**src/rtl/parking_gate_controller_pkg.sv**
```systemverilog
// Shared definitions for the parking gate front-end and the parking counter.
// Optional barrier-open watchdog is enabled with macro PARKING_GATE_TIMEOUT_EN.
package parking_pkg;

  localparam int unsigned DEF_DEBOUNCE_CYCLES  = 32'd4;
  localparam int unsigned DEF_CARD_WAIT_CYCLES = 32'd16;
  localparam int unsigned DEF_PULSE_CYCLES     = 32'd2;
  localparam int unsigned DEF_OPEN_TIMEOUT     = 32'd64;

  // Total spaces managed by the downstream counter.
  localparam int unsigned PARKING_CAPACITY     = 32'd100;

  typedef enum logic [2:0] {
    IDLE       = 3'd0,
    CARD       = 3'd1,
    CHECK      = 3'd2,
    OPEN       = 3'd3,
    STROBE_REQ = 3'd4,
    STROBE     = 3'd5,
    HOLD       = 3'd6,
    DRAIN      = 3'd7
  } lane_state_e;

  // Admission decision: exit always passes, entry needs space in the car's zone.
  function automatic logic lane_ok(input logic is_entry, input logic uni,
                                   input logic uni_vacant, input logic pub_vacant);
    logic ok;
    if (!is_entry) begin
      ok = 1'b1;
    end else if (uni) begin
      ok = uni_vacant;
    end else begin
      ok = pub_vacant;
    end
    return ok;
  endfunction

endpackage

```
**src/rtl/parking_gate_controller_if.sv**
```systemverilog
// Sensor / reader / counter-facing signal bundle of the parking gate controller.
// gate_timeout exists only when PARKING_GATE_TIMEOUT_EN is defined.
interface parking_gate_if;
  logic loop_in_raw;
  logic loop_out_raw;
  logic card_in_valid;
  logic card_in_uni;
  logic card_out_valid;
  logic card_out_uni;
  logic uni_is_vacated_space;
  logic is_vacated_space;
  logic car_entered;
  logic is_uni_car_entered;
  logic car_exited;
  logic is_uni_car_exited;
  logic barrier_in_open;
  logic barrier_out_open;
  logic entry_denied;
`ifdef PARKING_GATE_TIMEOUT_EN
  logic gate_timeout;
`endif

  // Environment side: drives sensors, readers and vacancy flags.
  modport master (
    output loop_in_raw, loop_out_raw, card_in_valid, card_in_uni,
           card_out_valid, card_out_uni, uni_is_vacated_space, is_vacated_space,
    input  car_entered, is_uni_car_entered, car_exited, is_uni_car_exited,
           barrier_in_open, barrier_out_open, entry_denied
`ifdef PARKING_GATE_TIMEOUT_EN
    , input gate_timeout
`endif
  );

  // Controller side.
  modport slave (
    input  loop_in_raw, loop_out_raw, card_in_valid, card_in_uni,
           card_out_valid, card_out_uni, uni_is_vacated_space, is_vacated_space,
    output car_entered, is_uni_car_entered, car_exited, is_uni_car_exited,
           barrier_in_open, barrier_out_open, entry_denied
`ifdef PARKING_GATE_TIMEOUT_EN
    , output gate_timeout
`endif
  );
endinterface

```
**src/rtl/parking_gate_lane.sv**
```systemverilog
// One gate lane: loop synchroniser, debounce, card wait, admission, barrier
// and strobe sequencing. Watchdog in OPEN with PARKING_GATE_TIMEOUT_EN.
module parking_gate_lane
  import parking_pkg::*;
#(
  parameter bit          IS_ENTRY         = 1'b1,
  parameter int unsigned DEBOUNCE_CYCLES  = DEF_DEBOUNCE_CYCLES,
  parameter int unsigned CARD_WAIT_CYCLES = DEF_CARD_WAIT_CYCLES,
  parameter int unsigned PULSE_CYCLES     = DEF_PULSE_CYCLES,
  parameter int unsigned OPEN_TIMEOUT     = DEF_OPEN_TIMEOUT
) (
  input  logic clk,
  input  logic rst,
  input  logic loop_raw,
  input  logic card_valid,
  input  logic card_uni,
  input  logic uni_vacant,
  input  logic pub_vacant,
  input  logic grant,
  output logic req,
  output logic strobing,
  output logic strobe,
  output logic is_uni,
  output logic barrier_open,
  output logic denied
`ifdef PARKING_GATE_TIMEOUT_EN
  , output logic timeout
`endif
);

  localparam int unsigned DB_W = $clog2(DEBOUNCE_CYCLES + 1);
  localparam int unsigned CW_W = $clog2(CARD_WAIT_CYCLES + 1);
  localparam int unsigned PL_W = $clog2(PULSE_CYCLES + 1);
  localparam logic [DB_W-1:0] DB_LAST = DB_W'(DEBOUNCE_CYCLES - 1);
  localparam logic [CW_W-1:0] CW_LAST = CW_W'(CARD_WAIT_CYCLES - 1);
  localparam logic [PL_W-1:0] PL_LAST = PL_W'(PULSE_CYCLES - 1);

  logic            sync1_r, sync2_r;
  logic            level_r;
  logic [DB_W-1:0] db_cnt_r;
  logic [CW_W-1:0] card_cnt_r;
  logic [PL_W-1:0] pulse_cnt_r;
  lane_state_e     state_r;
  logic            uni_r, strobe_r, cls_r, barrier_r, denied_r;
  logic            ok_s;

`ifdef PARKING_GATE_TIMEOUT_EN
  localparam int unsigned OT_W = $clog2(OPEN_TIMEOUT + 1);
  localparam logic [OT_W-1:0] OT_LAST = OT_W'(OPEN_TIMEOUT - 1);
  logic [OT_W-1:0] open_cnt_r;
  logic            timeout_r;
  assign timeout = timeout_r;
`endif

  assign ok_s         = lane_ok(IS_ENTRY, uni_r, uni_vacant, pub_vacant);
  assign req          = (state_r == STROBE_REQ);
  assign strobing     = (state_r == STROBE);
  assign strobe       = strobe_r;
  assign is_uni       = cls_r;
  assign barrier_open = barrier_r;
  assign denied       = denied_r;

  // Two-flop synchroniser for the asynchronous loop sensor.
  always_ff @(posedge clk or posedge rst) begin
    if (rst) begin
      sync1_r <= 1'b0;
      sync2_r <= 1'b0;
    end else begin
      sync1_r <= loop_raw;
      sync2_r <= sync1_r;
    end
  end

  // Debounce: accept a new level after DEBOUNCE_CYCLES equal differing samples.
  always_ff @(posedge clk or posedge rst) begin
    if (rst) begin
      level_r  <= 1'b0;
      db_cnt_r <= {DB_W{1'b0}};
    end else if (sync2_r == level_r) begin
      db_cnt_r <= {DB_W{1'b0}};
    end else if (db_cnt_r == DB_LAST) begin
      level_r  <= sync2_r;
      db_cnt_r <= {DB_W{1'b0}};
    end else begin
      db_cnt_r <= db_cnt_r + DB_W'(1);
    end
  end

  // Lane state machine with registered barrier, strobe, class and pulse outputs.
  always_ff @(posedge clk or posedge rst) begin
    if (rst) begin
      state_r     <= IDLE;
      card_cnt_r  <= {CW_W{1'b0}};
      pulse_cnt_r <= {PL_W{1'b0}};
      uni_r       <= 1'b0;
      strobe_r    <= 1'b0;
      cls_r       <= 1'b0;
      barrier_r   <= 1'b0;
      denied_r    <= 1'b0;
`ifdef PARKING_GATE_TIMEOUT_EN
      open_cnt_r  <= {OT_W{1'b0}};
      timeout_r   <= 1'b0;
`endif
    end else begin
      denied_r <= 1'b0;
`ifdef PARKING_GATE_TIMEOUT_EN
      timeout_r <= 1'b0;
`endif
      case (state_r)
        IDLE: begin
          card_cnt_r <= {CW_W{1'b0}};
          if (level_r) begin
            state_r <= CARD;
          end else begin
            state_r <= IDLE;
          end
        end
        CARD: begin
          if (card_valid) begin
            uni_r   <= card_uni;
            state_r <= CHECK;
          end else if (card_cnt_r == CW_LAST) begin
            uni_r   <= 1'b0;
            state_r <= CHECK;
          end else begin
            card_cnt_r <= card_cnt_r + CW_W'(1);
          end
        end
        CHECK: begin
          if (ok_s) begin
            barrier_r <= 1'b1;
            state_r   <= OPEN;
`ifdef PARKING_GATE_TIMEOUT_EN
            open_cnt_r <= {OT_W{1'b0}};
`endif
          end else begin
            denied_r <= 1'b1;
            state_r  <= DRAIN;
          end
        end
        OPEN: begin
          if (!level_r) begin
            barrier_r <= 1'b0;
            state_r   <= STROBE_REQ;
`ifdef PARKING_GATE_TIMEOUT_EN
          end else if (open_cnt_r == OT_LAST) begin
            barrier_r <= 1'b0;
            timeout_r <= 1'b1;
            state_r   <= DRAIN;
          end else begin
            open_cnt_r <= open_cnt_r + OT_W'(1);
`else
          end else begin
            state_r <= OPEN;
`endif
          end
        end
        STROBE_REQ: begin
          if (grant) begin
            strobe_r    <= 1'b1;
            cls_r       <= uni_r;
            pulse_cnt_r <= {PL_W{1'b0}};
            state_r     <= STROBE;
          end else begin
            state_r <= STROBE_REQ;
          end
        end
        STROBE: begin
          if (pulse_cnt_r == PL_LAST) begin
            strobe_r <= 1'b0;
            state_r  <= HOLD;
          end else begin
            pulse_cnt_r <= pulse_cnt_r + PL_W'(1);
          end
        end
        HOLD: begin
          // Class stays valid one cycle past the falling edge the counter uses.
          cls_r   <= 1'b0;
          state_r <= IDLE;
        end
        DRAIN: begin
          if (!level_r) begin
            state_r <= IDLE;
          end else begin
            state_r <= DRAIN;
          end
        end
        default: begin
          state_r   <= IDLE;
          barrier_r <= 1'b0;
          strobe_r  <= 1'b0;
          cls_r     <= 1'b0;
        end
      endcase
    end
  end

endmodule

```
**src/rtl/parking_gate_controller.sv**
```systemverilog
// Parking gate front-end: entry and exit lanes plus a strobe arbiter that keeps
// the car_entered / car_exited pulse windows disjoint (entry wins ties).
// Optional OPEN watchdog and gate_timeout output: PARKING_GATE_TIMEOUT_EN.
module parking_gate_controller
  import parking_pkg::*;
#(
  parameter int unsigned DEBOUNCE_CYCLES  = DEF_DEBOUNCE_CYCLES,
  parameter int unsigned CARD_WAIT_CYCLES = DEF_CARD_WAIT_CYCLES,
  parameter int unsigned PULSE_CYCLES     = DEF_PULSE_CYCLES,
  parameter int unsigned OPEN_TIMEOUT     = DEF_OPEN_TIMEOUT
) (
  input  logic           clk,
  input  logic           rst,
  parking_gate_if.slave  gate
);

  logic req_in_s, req_out_s, strobing_in_s, strobing_out_s;
  logic grant_in_s, grant_out_s;
  logic denied_in_s, denied_out_s;

  // A lane may start its pulse while the other is in HOLD, never during its
  // pulse; with both waiting, entry goes first.
  assign grant_in_s  = req_in_s & ~strobing_out_s;
  assign grant_out_s = req_out_s & ~req_in_s & ~strobing_in_s;

  // Exit lane never refuses, so only the entry lane contributes in practice.
  assign gate.entry_denied = denied_in_s | denied_out_s;

`ifdef PARKING_GATE_TIMEOUT_EN
  logic timeout_in_s, timeout_out_s;
  assign gate.gate_timeout = timeout_in_s | timeout_out_s;
`endif

  parking_gate_lane #(
    .IS_ENTRY(1'b1), .DEBOUNCE_CYCLES(DEBOUNCE_CYCLES),
    .CARD_WAIT_CYCLES(CARD_WAIT_CYCLES), .PULSE_CYCLES(PULSE_CYCLES),
    .OPEN_TIMEOUT(OPEN_TIMEOUT)
  ) u_entry (
    .clk(clk), .rst(rst),
    .loop_raw(gate.loop_in_raw),
    .card_valid(gate.card_in_valid), .card_uni(gate.card_in_uni),
    .uni_vacant(gate.uni_is_vacated_space), .pub_vacant(gate.is_vacated_space),
    .grant(grant_in_s), .req(req_in_s), .strobing(strobing_in_s),
    .strobe(gate.car_entered), .is_uni(gate.is_uni_car_entered),
    .barrier_open(gate.barrier_in_open), .denied(denied_in_s)
`ifdef PARKING_GATE_TIMEOUT_EN
    , .timeout(timeout_in_s)
`endif
  );

  parking_gate_lane #(
    .IS_ENTRY(1'b0), .DEBOUNCE_CYCLES(DEBOUNCE_CYCLES),
    .CARD_WAIT_CYCLES(CARD_WAIT_CYCLES), .PULSE_CYCLES(PULSE_CYCLES),
    .OPEN_TIMEOUT(OPEN_TIMEOUT)
  ) u_exit (
    .clk(clk), .rst(rst),
    .loop_raw(gate.loop_out_raw),
    .card_valid(gate.card_out_valid), .card_uni(gate.card_out_uni),
    .uni_vacant(gate.uni_is_vacated_space), .pub_vacant(gate.is_vacated_space),
    .grant(grant_out_s), .req(req_out_s), .strobing(strobing_out_s),
    .strobe(gate.car_exited), .is_uni(gate.is_uni_car_exited),
    .barrier_open(gate.barrier_out_open), .denied(denied_out_s)
`ifdef PARKING_GATE_TIMEOUT_EN
    , .timeout(timeout_out_s)
`endif
  );

endmodule
```
**src/flat_wrapper.sv**
```systemverilog
// flat-port wrapper written by rule: the top's interface ports become plain ports
module parking_gate_controller_flat import parking_pkg::*;
#(
  parameter int unsigned DEBOUNCE_CYCLES  = DEF_DEBOUNCE_CYCLES,
  parameter int unsigned CARD_WAIT_CYCLES = DEF_CARD_WAIT_CYCLES,
  parameter int unsigned PULSE_CYCLES     = DEF_PULSE_CYCLES,
  parameter int unsigned OPEN_TIMEOUT     = DEF_OPEN_TIMEOUT
)
  (clk, rst, gate_loop_in_raw, gate_loop_out_raw, gate_card_in_valid, gate_card_in_uni, gate_card_out_valid, gate_card_out_uni, gate_uni_is_vacated_space, gate_is_vacated_space, gate_car_entered, gate_is_uni_car_entered, gate_car_exited, gate_is_uni_car_exited, gate_barrier_in_open, gate_barrier_out_open, gate_entry_denied);
  parking_gate_if gate_i ();
  input  logic clk;
  input  logic rst;
  input wire logic [$bits(gate_i.loop_in_raw)-1:0] gate_loop_in_raw;
  input wire logic [$bits(gate_i.loop_out_raw)-1:0] gate_loop_out_raw;
  input wire logic [$bits(gate_i.card_in_valid)-1:0] gate_card_in_valid;
  input wire logic [$bits(gate_i.card_in_uni)-1:0] gate_card_in_uni;
  input wire logic [$bits(gate_i.card_out_valid)-1:0] gate_card_out_valid;
  input wire logic [$bits(gate_i.card_out_uni)-1:0] gate_card_out_uni;
  input wire logic [$bits(gate_i.uni_is_vacated_space)-1:0] gate_uni_is_vacated_space;
  input wire logic [$bits(gate_i.is_vacated_space)-1:0] gate_is_vacated_space;
  output wire logic [$bits(gate_i.car_entered)-1:0] gate_car_entered;
  output wire logic [$bits(gate_i.is_uni_car_entered)-1:0] gate_is_uni_car_entered;
  output wire logic [$bits(gate_i.car_exited)-1:0] gate_car_exited;
  output wire logic [$bits(gate_i.is_uni_car_exited)-1:0] gate_is_uni_car_exited;
  output wire logic [$bits(gate_i.barrier_in_open)-1:0] gate_barrier_in_open;
  output wire logic [$bits(gate_i.barrier_out_open)-1:0] gate_barrier_out_open;
  output wire logic [$bits(gate_i.entry_denied)-1:0] gate_entry_denied;
  assign gate_i.loop_in_raw = gate_loop_in_raw;
  assign gate_i.loop_out_raw = gate_loop_out_raw;
  assign gate_i.card_in_valid = gate_card_in_valid;
  assign gate_i.card_in_uni = gate_card_in_uni;
  assign gate_i.card_out_valid = gate_card_out_valid;
  assign gate_i.card_out_uni = gate_card_out_uni;
  assign gate_i.uni_is_vacated_space = gate_uni_is_vacated_space;
  assign gate_i.is_vacated_space = gate_is_vacated_space;
  assign gate_car_entered = gate_i.car_entered;
  assign gate_is_uni_car_entered = gate_i.is_uni_car_entered;
  assign gate_car_exited = gate_i.car_exited;
  assign gate_is_uni_car_exited = gate_i.is_uni_car_exited;
  assign gate_barrier_in_open = gate_i.barrier_in_open;
  assign gate_barrier_out_open = gate_i.barrier_out_open;
  assign gate_entry_denied = gate_i.entry_denied;
  parking_gate_controller #(.DEBOUNCE_CYCLES(DEBOUNCE_CYCLES), .CARD_WAIT_CYCLES(CARD_WAIT_CYCLES), .PULSE_CYCLES(PULSE_CYCLES), .OPEN_TIMEOUT(OPEN_TIMEOUT)) u_core (.clk(clk), .rst(rst), .gate(gate_i));
endmodule
```
**config.mk**
```make
export PLATFORM = sky130hd
export DESIGN_NAME = parking_gate_controller_flat
export DESIGN_NICKNAME = d
export VERILOG_FILES = /design/src/rtl/parking_gate_controller_pkg.sv /design/src/rtl/parking_gate_controller_if.sv /design/src/rtl/parking_gate_lane.sv /design/src/rtl/parking_gate_controller.sv /design/src/flat_wrapper.sv
export SDC_FILE = /design/constraint.sdc
export NUM_CORES = 1
export LEC_CHECK = 0
export ABC_AREA = 1
export CAP_MARGIN = 20
export CORE_ASPECT_RATIO = 0.9
export CORE_UTILIZATION = 40
export CTS_CLUSTER_SIZE = 24
export DETAILED_ROUTE_END_ITERATION = 10
export PLACE_DENSITY = 0.66
export SETUP_SLACK_MARGIN = 0.15
export SLEW_MARGIN = 20
export SYNTH_ARGS = -nofsm -noshare
export SYNTH_HDL_FRONTEND = slang
export SYNTH_SLANG_ARGS = --single-unit
export TNS_END_PERCENT = 5
```
**constraint.sdc**
```tcl
create_clock -name clk -period 1.4 [get_ports clk]
set_input_delay 0.35 -clock clk [delete_from_list [all_inputs] [get_ports clk]]
set_output_delay 0.35 -clock clk [all_outputs]
set_load 0.05 [all_outputs]
```
==> results.md <==
- The library cell used most frequently in the layout, excluding fill and tap cells, is nand2_1.
- The top cell types in the final layout, fill and taps aside, are 56 x nand2_1, 39 x dfrtp_1, 23 x nand3_1.
- In this run, CTS created clock tree buffers numbering 5.
- The number of nets in the synthesized netlist is 252.
- Once the floorplan was initialized, standard cells occupied 43.3% of the core.
- The final RePlAce weighted congestion is 0.818.
- The arrival time at the worst endpoint is 1.64 ns.
- The time the worst path needs with I/O delays and setup is 1.46 ns.
- The share of the Yosys chip area taken by registers is 51.4%.
- The die is 69.0 um tall.
- The instance count along the most critical hold path is 0.
- The worst setup slack after placement is -0.0545 ns.
- Summed over all nets, the half-perimeter wirelength after detailed placement is 2610 um.
- The worst path uses 104% of the clock period.
- The count of hold-fix buffers inserted at cts is 0.
- Once routing completed, OpenROAD measured the worst setup slack at -0.0573 ns.
- The worst-case reg-to-reg path depth is 10.
- The horizontal extent of the die is 76.4 um.
- The first routing iteration left 118 violations.
- The cell sitting at the root of the clock tree is a clkbuf_8.
- The headroom to the max-slew limit is 78.5%.
- The final layout contains 280 nets.
- Setup slack on the worst reg-to-reg path comes out at -0.06 ns.
- The layout-stage area growth over the synthesis result is 25.0%.
- On the final layout, the worst clock skew is 0.00359 ns.
- After clock tree synthesis, the clock-pin slew on the worst setup and hold paths is 0.08 ns.
- The mean instance size in the synthesized netlist is 8.52 sq um.
- The vias per cell is 4.84.
- The type of the tightest min-delay check is reg -> reg.
- The CTS tree is built.
- The worst path required time is 1.58 ns.
- Max-cap violations in this run came to 0.
- Global routing used 14.9% of the available tracks across all layers.
- The timing-limited maximum frequency is 686 MHz.
- Setup repair after global routing could not meet its margin everywhere.
- The first TritonRoute pass finished after 4 iterations.
- For this run the aggregate overflow at the end of global routing stands at 0.
- The core region is 0.00460 sq mm.
- The number of max-slew violations in the final report is 0.
- For the pin with the worst max-slew slack, the measured transition is 0.322 ns.
- The Yosys step of the flow raised 0 warnings.
- The checks that failed: setup timing.
- IR analysis of the VDD net gives a maximum drop of 0.711 mV.
- In the synthesized netlist the async set-or-reset flop fraction comes to 100%.
- The total vias in the final route is 1,572.
- The number of antenna-violating nets in the routed design is 0.
- The clock latency at the later pin of the worst-skew pair is 0.29 ns.
- The top flip-flop cell by instance count after synthesis is dfrtp_1.
- The path with the worst hold slack has its endpoint at u_core.u_exit.sync2_r.
- The count of distinct cell types in the synthesized netlist is 27.
- The worst register-to-register path begins at u_core.u_exit.card_cnt_r[0].
- The total length of routed wires is 3650 um.
- Setup violations remaining at the end of the flow were counted as 8.
- The first global-routing pass estimated 5950 um of wire.
- Along the worst path, the maximum fanout reaches 5.
- The total negative setup slack is -0.288 ns.
- The routed length per placed instance is 11.2 um.
- The netlist area before placement is 0.00199 sq mm.
- Counting flops with a built-in enable in the synthesized netlist gives 0.
- The category of the worst setup path launch point is a register.
- The worst setup path is captured at a register.
- The flow ran to the end, but the final reports show violations.
- The hold violation count in the final report is 0.
- The number of buffers between clock root and the deepest sink is 2.
- In this run the power density over the cells is 2020 mW/mm^2.
- By startpoint and endpoint, the worst setup path is classified as reg -> reg.
- The synthesized design contains 41 register bits.
- The die area is 0.00527 sq mm.
- The floorplan has 23 rows.
- The worst register-to-register path ends at u_core.u_exit.card_cnt_r[2].
- After technology mapping, the gate count stands at 234.
- The leakage power summed over all cells is 1.20 nW.
- The H-tree was split into 2 levels.
- The via count of the first global-routing pass is 1,370.
- The initial antenna violation count is 0.
- Of the cells placed in the final design, the portion with a size suffix greater than 1 is 22.8%.
- After detailed routing, the number of remaining DRC violations is 0.
- 0 antenna diodes ended up in the layout.
- The startpoint identified for the worst hold timing path is u_core.u_exit.sync1_r.
- The number of sinks on the clock net is 41.
- The quantity of I/O buffers inserted on ports is 16.
- The pin count of the biggest net entering global routing is 42.
- The number of I/O pins is 17.
critical path, stage by stage, from the launching register on:
cell	delay, ns
dfrtp_1	0.39
ha_2	0.19
nand2_2	0.07
nor2_2	0.04
ha_2	0.18
nor2_4	0.09
nand2_1	0.07
nand2_2	0.12
inv_2	0.07
nand2_1	0.06
o21ai_1	0.06
kinds of logic after synthesis:
logic type / share of synthesized area [%]
AO/OA/AOI/OAI: 4.52
flip-flops: 51.4
multiplexers: 0.502
buffers and inverters: 6.84
AND/OR/NAND/NOR: 30.8
adder cells (fa/ha/maj): 5.02
XOR/XNOR: 0.878
how the worst max path moves through the flow:
stage                                         to  cells past startpoint  slack, ns                         start
global route         u_core.u_exit.card_cnt_r[2]                     10      -0.14   u_core.u_exit.card_cnt_r[0]
detailed placement     u_core.u_entry.state_r[2]                      6      -0.05         gate_is_vacated_space
global placement       u_core.u_entry.state_r[2]                      6      -0.03         gate_is_vacated_space
floorplan               u_core.u_exit.state_r[1]                      9      0.004   u_core.u_exit.card_cnt_r[0]
finish               u_core.u_exit.card_cnt_r[2]                     10      -0.06   u_core.u_exit.card_cnt_r[0]
CTS                 u_core.u_entry.card_cnt_r[4]                     10      -0.02  u_core.u_entry.card_cnt_r[0]
routing by layer:
layer / track usage, % / wire (um) / up-vias
met1: 20.0 / 1930 / 726
met2: 23.0 / 1540 / 31
met3: 4.61 / 150 / 2
met4: 5.05 / 28 / 0
li1: - / - / 813
met5: 0 / 0 / -
power by group:
part	switching, mW	internal (mW)
sequential	0.435	1.56
combinational	1.31	0.988
clock	0.402	0.346
area by class of cell:
type	instances	area [sq um]
clock buffer	6	72.6
clock inverter	2	10.0
fill	430	2110
inverter	28	108
multi-input combinational	161	887
sequential	41	1030
tap	62	77.6
timing repair buffer	25	310
repair_timing:
item	4_1_cts	5_1_grt
pin swaps	4	5
buffers inserted	0	2
gates resized for setup	3	13
setup endpoints to repair	19	27
cloned	0	0
cells in the mapped netlist (5+ instances only):
master	n	area share, %
dfrtp_1	41	51
ha_1	8	5.0
inv_1	21	4.0
inv_2	7	1.3
nand2_1	62	12
nand3_1	23	5.8
nand4_1	10	3.1
nor2_1	18	3.4
nor2_2	5	1.6
o21ai_0	8	2.0
o21ai_1	6	1.5
metrics by stage:
| step | hold slack (ns) | instances | cell area (sq um) | util (%) | power, mW |
|---|---|---|---|---|---|
| after floorplan | 0.331 | 234 | 2010 | - | 3.41 |
| after global placement | 0.335 | 315 | 2360 | 51.2 | 4.14 |
| after detailed placement | 0.337 | 315 | 2360 | 51.2 | 4.18 |
| after CTS | 0.355 | 323 | 2440 | 53.1 | 4.95 |
| after global routing | 0.358 | 325 | 2490 | 54.2 | 5.43 |
| final | 0.351 | 325 | 2490 | 54.2 | 5.04 |
sequential cells by signal (all words and copies together), names as in the netlist, 2 cells and up:
register,cells
u_core.u_exit.pulse_cnt_r,2
u_core.u_exit.card_cnt_r,5
u_core.u_entry.state_r,3
u_core.u_entry.card_cnt_r,5
u_core.u_exit.db_cnt_r,3
u_core.u_entry.pulse_cnt_r,2
u_core.u_exit.state_r,3
u_core.u_entry.db_cnt_r,3
Power figures use the tool's default switching activity.
